### config.mk
export PLATFORM = sky130hd
export DESIGN_NAME = uart_prog_loader
export DESIGN_NICKNAME = d
export VERILOG_FILES = /design/src/rtl/uart_prog_loader_pkg.sv /design/src/rtl/uart_prog_loader.sv
export SDC_FILE = /design/constraint.sdc
export NUM_CORES = 1
export LEC_CHECK = 0
export CAP_MARGIN = 20
export CORE_MARGIN = 1.5
export CORE_UTILIZATION = 50
export CTS_BUF_LIST = sky130_fd_sc_hd__clkbuf_8
export DETAILED_ROUTE_END_ITERATION = 8
export GPL_ROUTABILITY_DRIVEN = 0
export PLACE_DENSITY = 0.73
export SLEW_MARGIN = 20
export SYNTH_ARGS = -nofsm -noshare
export SYNTH_HDL_FRONTEND = slang
export SYNTH_SLANG_ARGS = --single-unit
export TNS_END_PERCENT = 20
### constraint.sdc
create_clock -name clk -period 3.5 [get_ports clk]
set_input_delay 0.7 -clock clk [delete_from_list [all_inputs] [get_ports clk]]
set_output_delay 0.7 -clock clk [all_outputs]
set_load 0.02 [all_outputs]
### src/rtl/uart_prog_loader_pkg.sv
// rtl/uart_prog_loader_pkg.sv - shared state encoding and reply-byte defaults for the program loader
// Contents:
//   state_t             loader FSM states
//   ACK_BYTE_DEFAULT    reply byte for a successful load
//   NAK_BYTE_DEFAULT    reply byte for a length or checksum error
package uart_prog_loader_pkg;

    typedef enum logic [2:0] {
        S_HEADER = 3'd0,
        S_BODY   = 3'd1,
        S_CHECK  = 3'd2,
        S_SEND   = 3'd3,
        S_DONE   = 3'd4,
        S_ERR    = 3'd5
    } state_t;

    localparam logic [7:0] ACK_BYTE_DEFAULT = 8'hAA;
    localparam logic [7:0] NAK_BYTE_DEFAULT = 8'h55;

endpackage

### src/rtl/uart_prog_loader.sv
// rtl/uart_prog_loader.sv - loads a length-prefixed, checksummed program from UART words into instruction memory
// Ports:
//   clk, rstn               clock, synchronous active-low reset
//   recv_data, recv_valid   assembled 32-bit words from the UART receiver
//   start                   pulse, re-arms the loader from S_DONE / S_ERR
//   imem_we/addr/wdata      instruction memory write port (one write per body word)
//   tx_data, tx_start       reply byte (ACK/NAK) to the UART transmitter
//   tx_busy                 transmitter busy, holds off tx_start
//   load_done, load_error   levels, high in S_DONE / S_ERR respectively
module uart_prog_loader
    import uart_prog_loader_pkg::*;
#(
    parameter int         ADDR_WIDTH = 15,
    parameter logic [7:0] ACK_BYTE   = ACK_BYTE_DEFAULT,
    parameter logic [7:0] NAK_BYTE   = NAK_BYTE_DEFAULT
) (
    input  logic                  clk,
    input  logic                  rstn,
    input  logic [31:0]           recv_data,
    input  logic                  recv_valid,
    input  logic                  start,
    output logic                  imem_we,
    output logic [ADDR_WIDTH-1:0] imem_addr,
    output logic [31:0]           imem_wdata,
    output logic [7:0]            tx_data,
    output logic                  tx_start,
    input  logic                  tx_busy,
    output logic                  load_done,
    output logic                  load_error
);

    // 33 bits so that a full 2**32-ish header compares correctly for any width
    localparam logic [32:0] MAX_WORDS = 33'd1 << ADDR_WIDTH;

    state_t                state, state_n;
    logic [31:0]           count, count_n;
    logic [ADDR_WIDTH-1:0] index, index_n;
    logic [31:0]           sum, sum_n;
    logic                  ok, ok_n;

    logic                  imem_we_n;
    logic [ADDR_WIDTH-1:0] imem_addr_n;
    logic [31:0]           imem_wdata_n;
    logic [7:0]            tx_data_n;
    logic                  tx_start_n;

    always_comb begin
        state_n      = state;
        count_n      = count;
        index_n      = index;
        sum_n        = sum;
        ok_n         = ok;
        imem_we_n    = 1'b0;
        imem_addr_n  = imem_addr;
        imem_wdata_n = imem_wdata;
        tx_data_n    = tx_data;
        tx_start_n   = 1'b0;

        case (state)
            S_HEADER: begin
                if (recv_valid) begin
                    count_n = recv_data;
                    index_n = '0;
                    sum_n   = '0;
                    if ({1'b0, recv_data} > MAX_WORDS) begin
                        tx_data_n = NAK_BYTE;
                        ok_n      = 1'b0;
                        state_n   = S_SEND;
                    end else if (recv_data == 32'd0) begin
                        state_n = S_CHECK;
                    end else begin
                        state_n = S_BODY;
                    end
                end
            end
            S_BODY: begin
                if (recv_valid) begin
                    imem_we_n    = 1'b1;
                    imem_addr_n  = index;
                    imem_wdata_n = recv_data;
                    // index may wrap after the final word of a full-size
                    // program; it is no longer used once we leave S_BODY
                    index_n      = index + 1'b1;
                    sum_n        = sum + recv_data;
                    if (32'(index) == count - 32'd1) begin
                        state_n = S_CHECK;
                    end
                end
            end
            S_CHECK: begin
                if (recv_valid) begin
                    ok_n      = (recv_data == sum);
                    tx_data_n = (recv_data == sum) ? ACK_BYTE : NAK_BYTE;
                    state_n   = S_SEND;
                end
            end
            S_SEND: begin
                // words arriving here are dropped; host waits for the reply
                if (!tx_busy) begin
                    tx_start_n = 1'b1;
                    state_n    = ok ? S_DONE : S_ERR;
                end
            end
            S_DONE, S_ERR: begin
                if (start) begin
                    state_n = S_HEADER;
                end
            end
            default: begin
                state_n = S_HEADER;
            end
        endcase
    end

    always_ff @(posedge clk) begin
        if (!rstn) begin
            state      <= S_HEADER;
            count      <= '0;
            index      <= '0;
            sum        <= '0;
            ok         <= 1'b0;
            imem_we    <= 1'b0;
            imem_addr  <= '0;
            imem_wdata <= '0;
            tx_data    <= '0;
            tx_start   <= 1'b0;
            load_done  <= 1'b0;
            load_error <= 1'b0;
        end else begin
            state      <= state_n;
            count      <= count_n;
            index      <= index_n;
            sum        <= sum_n;
            ok         <= ok_n;
            imem_we    <= imem_we_n;
            imem_addr  <= imem_addr_n;
            imem_wdata <= imem_wdata_n;
            tx_data    <= tx_data_n;
            tx_start   <= tx_start_n;
            // registered from the next state so the levels track the state exactly
            load_done  <= (state_n == S_DONE);
            load_error <= (state_n == S_ERR);
        end
    end

endmodule

### After elaboration in Yosys (flattened, before gate mapping)

Index checks and enable logic that the tools add are counted.

| cells by class | value |
|---|---|
| $lt $le $gt $ge | 1 |
| bitwise operators | 0 |
| equality and inequality tests | 13 |
| shifts and indexed selects | 0 |
| add/sub/neg operators | 3 |
| multiply operators | 0 |
| reductions and logical operators | 11 |
| multiplexer cells | 27 |
| div/mod/pow operators | 0 |

Operators by type and width:

| kind | count |
|---|---|
| 2-to-1 mux 32 bit | 2 |
| case mux 32 bit (2 select lines) | 1 |
| adder 32 bit | 1 |
| equality test 15 x 32 -> 1 bit | 1 |
| equality test 32 bit | 1 |
| > comparator 32 x 16 -> 1 bit (second input constant) | 1 |
| logical NOT 32 bit | 1 |
| 2-to-1 mux 8 bit | 4 |
| subtractor 32 x 1 -> 32 bit (second input constant) | 1 |
| 2-to-1 mux 15 bit | 2 |
| case mux 15 bit (2 select lines) | 1 |
| 2-to-1 mux 3 bit | 6 |
| case mux 8 bit (2 select lines) | 1 |
| adder 15 x 1 -> 15 bit (second input constant) | 1 |
| case mux 3 bit (5 select lines) | 1 |
| equality test 3 bit (second input constant) | 4 |
| != test 2 bit (second input constant) | 4 |
| AND reduction 2 bit | 4 |
| equality test 3 x 2 -> 1 bit (second input constant) | 2 |
| 2-to-1 mux 1 bit | 6 |
| 2-to-1 mux 2 bit | 2 |
| AND reduction 4 bit | 1 |
| nonzero test 2 bit | 2 |
| equality test 3 x 1 -> 1 bit (second input constant) | 1 |
| other kinds (4) | 4 |

| word-level totals | value |
|---|---|
| register bits after elaboration | 142 |
| memory bits (writable) | 0 |
| memories | 0 |
| output and inout bits | 59 |
| word-level logic and storage cells | 67 |
| bits in latches | 0 |
| input port bits | 37 |
| bits in read-only memories | 0 |

### Logic depth before layout (Yosys ltp)

Gate-level depths: netlist of the first run.

| logic depth | value |
|---|---|
| word-level depth | 6 |
| mapped depth | 11 |

### Worst setup path before layout of the first run

Ideal clock, no wire load.

| timing path | value |
|---|---|
| path type | input to register |
| from | in recv_data[0] |
| to | reg sum[18] |
| library setup time | 0.127 ns |
| data required time | 3.373 ns |
| data arrival time | 3.164 ns |
| stages on the path | 11 |
| setup slack | 0.209 ns |
| cells stage by stage | ha_1 fa_1 a21o_1 a221oi_1 or3b_2 nand3_1 a221o_1 a31o_2 a21oi_1 xor2_1 o21ai_0 |

| between the ends | value |
|---|---|
| cells in the longest elaborated chain, start to end | 3 |

RTL lines:

| element | line | source |
|---|---|---|
| from (decl) | uart_prog_loader.sv:19 | `input logic [31:0] recv_data,` |
| adder 32 bit | uart_prog_loader.sv:84 | `sum_n = sum + recv_data;` |
| 2-to-1 mux 32 bit | uart_prog_loader.sv:77 | `if (recv_valid) begin` |
| case mux 32 bit (2 select lines) | uart_prog_loader.sv:59 | `case (state)` |
| to (signal assigned) | uart_prog_loader.sv:133 | `sum <= sum_n;` |
| to (decl) | uart_prog_loader.sv:38 | `logic [31:0] sum, sum_n;` |

No other way between the ends. The select of a mux whose other input is x is not followed.
A chain may end at the register's enable or synchronous reset.

### Worst setup path in the final report of the first run

| timing path | value |
|---|---|
| from | in recv_data[0] |
| to | reg sum[30] |

Same word-level chain as after synthesis.

==> results of run 1 <==
## final cells by class
type	instances	area, um2	share of cell area (%)
Clock buffer	19	262	2.80
Clock inverter	13	148	1.58
Inverter	10	37.5	0.402
Multi-Input combinational cell	726	4490	48.1
Sequential cell	135	2700	28.9
Tap cell	184	230	2.47
Timing Repair Buffer	163	1470	15.7
## critical path: stages
cell and delay, ns:
clkdlybuf4s50_1 0.51, ha_1 0.19, fa_1 0.20, a21o_1 0.16
a221oi_2 0.07, or3b_2 0.50, buf_4 0.15, a31oi_1 0.20
o221ai_1 0.23, o21a_1 0.25, o21ai_0 0.19, xnor2_1 0.15
o21ai_0 0.09
## cells by family after synthesis
family | Yosys count | synth area share (%)
compound gates | 253 | 23.0
xor+xnor | 59 | 6.89
flops | 135 | 36.0
mux | 2 | 0.267
buf+inv | 72 | 4.19
simple gates | 378 | 23.8
fa+ha+maj | 34 | 5.77
## synthesized netlist by cell type (all sizes together), types with 2 or more instances
master / n / area share (%)
mux2i: 2 / 0.27
nand3: 18 / 1.2
a31o: 2 / 0.23
nor4: 18 / 1.5
a22oi: 15 / 1.5
nor4b: 4 / 0.67
and3: 6 / 0.50
or3b: 2 / 0.23
or3: 10 / 0.85
and2b: 2 / 0.22
xor2: 31 / 3.6
o41ai: 3 / 0.35
ha: 33 / 5.5
or2: 4 / 0.37
clkbuf: 51 / 2.6
o21a: 7 / 0.70
o211ai: 4 / 0.40
inv: 10 / 0.50
nand4: 11 / 0.92
a31oi: 8 / 0.67
o211a: 2 / 0.27
nand2b: 5 / 0.42
a21o: 16 / 1.6
o22ai: 4 / 0.33
nor2b: 17 / 1.4
and2: 7 / 0.60
a32oi: 2 / 0.23
o21ai: 40 / 2.7
nor2: 39 / 2.0
o31ai: 6 / 0.78
nand2: 209 / 10
nor3: 17 / 1.5
o221ai: 2 / 0.23
o21bai: 4 / 0.40
a211oi: 2 / 0.20
or4: 3 / 0.35
a21boi: 85 / 8.5
a21oi: 42 / 2.8
buf: 9 / 0.83
and4: 2 / 0.23
dfxtp: 135 / 36
xnor2: 28 / 3.3
## repair_timing
item                                    4_1_cts  5_1_grt
hold buffers                                  0        0
endpoints found under the setup margin        0        1
gates resized for setup                       0        1
## layer usage
metal  up-vias  share of wire [%]
li1       3512                  -
met3        32                4.8
met2       184                 47
met1      3311                 46
met4         0                2.1
met5         -                  0
## where the power goes
part	switching [mW]	total, mW	internal [mW]	leakage [nW]
combinational	0.490	0.873	0.383	2.29
clock	0.648	1.33	0.678	0.201
sequential	0.0696	1.67	1.60	1.10
## registers in the layout, summed over array words and instances (netlist names)
name,cells
tx_data,2
load_error,1
imem_addr,15
count,32
state,3
imem_we,1
sum,32
imem_wdata,32
index,15
load_done,1
tx_start,1
## metrics by stage
stage	TNS, ns	instance area [um2]
after CTS	0	9330
final	0	9340
after global placement	-0.812	8920
after detailed placement	-1.10	8920
after global routing	0	9340
after floorplan	0	7500
## layout by cell type (no fill, tap or decap), drive strengths merged, types with 8 or more instances in the layout
master	synthesis	final
a21oi	42	42
xor2	31	31
or3	10	10
nand4	11	11
nor2	39	39
dfxtp	135	135
a21o	16	16
nor3	17	17
xnor2	28	28
nand2	209	209
nor2b	17	17
a31oi	8	8
a22oi	15	15
nor4	18	18
clkbuf	51	19
nand3	18	18
o21ai	40	40
a21boi	85	85
buf	9	69
inv	10	14
ha	33	33
clkdlybuf4s50	1	94
## worst paths after layout
kind,startpoint,cells after the start,to,slack [ns]
setup / recovery,recv_data[0],13,sum[30]$_SDFFE_PN0P_,0.22
hold reg to reg,sum[28]$_SDFFE_PN0P_,2,sum[28]$_SDFFE_PN0P_,0.46
hold / removal,sum[28]$_SDFFE_PN0P_,2,sum[28]$_SDFFE_PN0P_,0.46
setup reg to reg,sum[4]$_SDFFE_PN0P_,11,sum[30]$_SDFFE_PN0P_,0.66
==> flow_summary_export.csv, run 1 <==
group,metric,value,unit
outcome,status,"finished, final reports clean",
grt,antenna_found_initial,0,
final_layout,antenna_cells,0,
power_and_ir_drop,fin_total_pwr,3.87,mW
synthesis,ys_warn_count,0,
final_layout,stdcell_count,1250,
timing,hold_viol,0,
clock_tree,cts_root_buffer,"clkbuf_8",
synthesis,async_flop_share,0,%
clock_tree,cts_buffers,17,
timing,period_needed,3.28,ns
synthesis,synth.yosys.seq_area_share,36.0,%
hold_path,min_path_type,"register to register",
worst_setup_path,start_kind,"input pin",
routing,drc,0,
synthesis,synth_cell_types,71,
grt,grt_max_degree,46,
grt,met2_usage,42.6,%
timing,period_share,93.6,%
clock_tree,clock_latency,0.45,ns
worst_setup_path,endpoint_kind,"register",
placement,hpwl,14800,um
routing,route.vias.total,7039,
clock_tree,clkTransAtPathRegs,0.07,ns
routing,detail_route.wirelength,20100,um
timing,slew_violations,0,
floorplan,start_util,51.4,%
grt,track_usage,26.0,%
final_layout,utilization,64.0,%
routing,drtIter0Drc,519,
power_and_ir_drop,p_leak,3.58,nW
synthesis,synth_edf_count,0,
synthesis,synth_fp_nets,1004,
routing,drt-vias-per-instance,5.63,
final_layout,final_nets,1124,
routing,antenna_left,0,
timing,fin_hold_ws,0.457,ns
synthesis,synth_seq_cells,135,
floorplan,dieHeight,125,um
synthesis,syn_area_per_cell,8.04,um2
floorplan,die_x,125,um
timing,rsz0062_at_grt,"false",
timing,setup_violations,0,
grt,first_global_vias,6593,
routing,firstDrtPassIters,5,
clock_tree,ctsLongestPathBuffers,2,
worst_setup_path,crit_fanout,3,
worst_setup_path,cp.required,3.83,ns
grt,grtUsageMet3,4.92,%
synthesis,synth_area,7500,um2
final_layout,fillers,1281,
worst_setup_path,worstPathArrival,3.61,ns
floorplan,pin_count,96,
timing,tightest_slew,0.637,ns
job,maxCapViolations,0,
placement,dp_cells,1218,
power_and_ir_drop,max-vdd-ir-drop,0.255,mV
clock_tree,clock_sinks,135,
timing,skew,0.0120,ns
grt,met1_usage,34.3,%
routing,wl_per_cell,16.1,um
floorplan,rows,44,
floorplan,core,14600,um2
floorplan,dieArea,15700,um2
grt,grt_busiest_layer,"met2",
clock_tree,cts_setup_buffers,0,
final_layout,syn_to_final_growth,24.6,%
synthesis,yosys_most_used_dff,"dfxtp_1",
synthesis,synth_cells,933,
placement,portBuffers,95,
timing,clock.fmax,305,MHz
clock_tree,cts_htree_levels,4,
final_layout,drive_gt1_share,11.4,%
worst_setup_path,critical_path_class,"input pin to register",
grt,grt_overflow_total,0,
grt,grt_pass1_wl,33000,um
power_and_ir_drop,p_per_area,415,nW/um2
timing,slew_headroom,57.5,%
placement,pre_cts_slack,-0.266,ns
timing,worst_slack,0.224,ns
clock_tree,cts_tree,"yes",
Note: power is estimated with default switching activity, not from simulation.
==> inputs of run 2 (changes only) <==
--- a/config.mk
+++ b/config.mk
@@ -6,12 +6,12 @@
 export NUM_CORES = 1
 export LEC_CHECK = 0
 export CAP_MARGIN = 20
+export CORE_ASPECT_RATIO = 0.5
 export CORE_MARGIN = 1.5
-export CORE_UTILIZATION = 50
+export CORE_UTILIZATION = 35
 export CTS_BUF_LIST = sky130_fd_sc_hd__clkbuf_8
 export DETAILED_ROUTE_END_ITERATION = 8
 export GPL_ROUTABILITY_DRIVEN = 0
-export PLACE_DENSITY = 0.73
 export SLEW_MARGIN = 20
 export SYNTH_ARGS = -nofsm -noshare
 export SYNTH_HDL_FRONTEND = slang
==> run 2 against run 1 <==
  * Routed wire length rose by 6.8%
  * Combinational power about the same
  * Global-route usage is 6.0 points lower
  * Cell count grew 7.0%
  * Hold slack better by 0.0037 ns
  * Non-clock buffer count is 1 lower
  * Maximum frequency is 0.19% lower
  * Total power up 1.0%
==> flow_summary_export.csv, run 2 (synthesized netlist as in run 1, its figures left out) <==
group,metric,value,unit
outcome,status,"finished, final reports clean",
clock_tree,cts_buffers,17,
worst_setup_path,cp-startpoint,"recv_data[0]",
clock_tree,clkTransAtPathRegs,0.08,ns
worst_setup_path,r2r_cells,12,
clock_tree,cts_setup_buffers,0,
timing,period_share,93.8,%
clock_tree,clock_latency,0.47,ns
floorplan,core,20800,um2
placement,placedInstanceArea,9020,um2
floorplan,dieHeight,106,um
routing,route.vias.total,6929,
floorplan,start_util,36.1,%
timing,clock.fmax,305,MHz
hold_path,worstHoldStart,"sum[30]$_SDFFE_PN0P_",
final_layout,syn_to_final_growth,25.7,%
worst_setup_path,cp.required,3.85,ns
worst_setup_path,crit_fanout,2,
placement,pre_cts_slack,-0.239,ns
timing,skew,0.00989,ns
routing,antenna_left,0,
routing,drtIter0Drc,424,
routing,drt-vias-per-instance,5.18,
final_layout,fillers,2047,
placement,hpwl,16500,um
power_and_ir_drop,max-vdd-ir-drop,0.187,mV
final_layout,final_cell_mix,"208 x nand2_1, 135 x dfxtp_1, 94 x clkdlybuf4s50_1",
clock_tree,ctsHoldBuffers,0,
grt,grt_pass1_wl,34900,um
clock_tree,ctsLongestPathBuffers,2,
clock_tree,cts_tree,"yes",
clock_tree,clock_sinks,135,
routing,wl_per_cell,16.0,um
final_layout,reg_top3,"count (32), imem_wdata (32), sum (32)",
final_layout,layout_commonest_cell,"nand2_1",
grt,first_global_vias,6598,
placement,portBuffers,95,
routing,detail_route.wirelength,21400,um
worst_setup_path,rr_endpoint,"sum[18]$_SDFFE_PN0P_",
timing,hold_viol,0,
grt,grt_max_degree,47,
power_and_ir_drop,p_per_area,415,nW/um2
timing,slew_headroom,59.2,%
worst_setup_path,start_kind,"input pin",
grt,antenna_found_initial,0,
worst_setup_path,endpoint_kind,"register",
power_and_ir_drop,p_leak,3.57,nW
final_layout,final_nets,1123,
job,maxCapViolations,0,
clock_tree,cts_root_buffer,"clkbuf_8",
timing,tightest_slew,0.612,ns
worst_setup_path,worstPathArrival,3.63,ns
floorplan,pin_count,96,
final_layout,fin_area,9430,um2
timing,period_needed,3.28,ns
timing,setup_violations,0,
hold_path,hold_depth,2,
hold_path,min_path_type,"register to register",
clock_tree,cts_htree_levels,4,
floorplan,die_x,210,um
floorplan,dieArea,22400,um2
routing,firstDrtPassIters,7,
grt,grt_overflow_total,0,
final_layout,drive_gt1_share,11.4,%
timing,setup-tns-final,0,ns
worst_setup_path,critical_path_class,"input pin to register",
timing,rsz0062_at_grt,"false",
timing,slew_violations,0,
worst_setup_path,rrSetupSlack,0.58,ns
floorplan,rows,37,
timing,fin_hold_ws,0.461,ns
grt,track_usage,20.0,%
routing,drc,0,
final_layout,antenna_cells,0,
worst_setup_path,r2r-start,"sum[0]$_SDFFE_PN0P_",
timing,worst_slack,0.218,ns
clock_tree,cts_resized,0,
hold_path,holdPathEnd,"sum[30]$_SDFFE_PN0P_",
-- run 2: cell types whose count changed in the layout (fill, tap and decap cells not counted), sizes merged --
cell / previous run / this run
buf: 69 / 68
clkinv: 4 / 6
inv: 14 / 12
-- run 2: worst max path at each step --
| stage | endpoint | slack, ns | depth (start not counted) |
|---|---|---|---|
| 2_1_floorplan | sum[18]$_SDFFE_PN0P_ | 0.21 | 11 |
| 3_3_place_gp | sum[18]$_SDFFE_PN0P_ | -0.27 | 13 |
| 3_5_place_dp | sum[18]$_SDFFE_PN0P_ | -0.24 | 13 |
| 4_1_cts | sum[18]$_SDFFE_PN0P_ | 0.26 | 13 |
| 5_1_grt | sum[31]$_SDFFE_PN0P_ | 0.09 | 12 |
| 6_report | sum[18]$_SDFFE_PN0P_ | 0.22 | 13 |
-- run 2: critical path: stages --
cell	delay [ns]
clkdlybuf4s50_1	0.43
ha_1	0.24
fa_1	0.39
a21o_1	0.19
a221oi_1	0.27
buf_4	0.17
or3b_2	0.12
nand3_1	0.09
a221o_1	0.38
a31o_2	0.25
a21oi_1	0.17
xor2_1	0.15
o21ai_0	0.09
-- run 2: area by class of cell --
type | instances | area (um2) | area share, %
inverters | 10 | 37.5 | 0.398
well taps | 273 | 342 | 3.62
clock inverters | 13 | 148 | 1.57
clock buffers | 19 | 262 | 2.77
multi-input cells | 726 | 4490 | 47.6
flip-flops and latches | 135 | 2700 | 28.7
repair buffers | 162 | 1450 | 15.4
-- run 2: layer usage --
metal  share of wire (%)  GRT usage [%]
met2                  45           32.3
met1                  50           26.9
met3                 4.0           4.22
met5                   0              0
met4                 1.5           6.12
-- run 2: report_power, final --
| group | internal [mW] | leakage, nW | switching [mW] |
|---|---|---|---|
| clock | 0.678 | 0.200 | 0.683 |
| combinational | 0.380 | 2.28 | 0.496 |
| sequential | 1.60 | 1.10 | 0.0714 |
-- run 2: through the flow --
step | power, mW | std cells | utilization, %
after floorplan | 2.26 | 933 | -
after global placement | 2.56 | 1306 | 43.4
after detailed placement | 2.58 | 1306 | 43.4
after CTS | 3.94 | 1338 | 45.4
after global routing | 4.12 | 1338 | 45.4
final | 3.91 | 1338 | 45.4
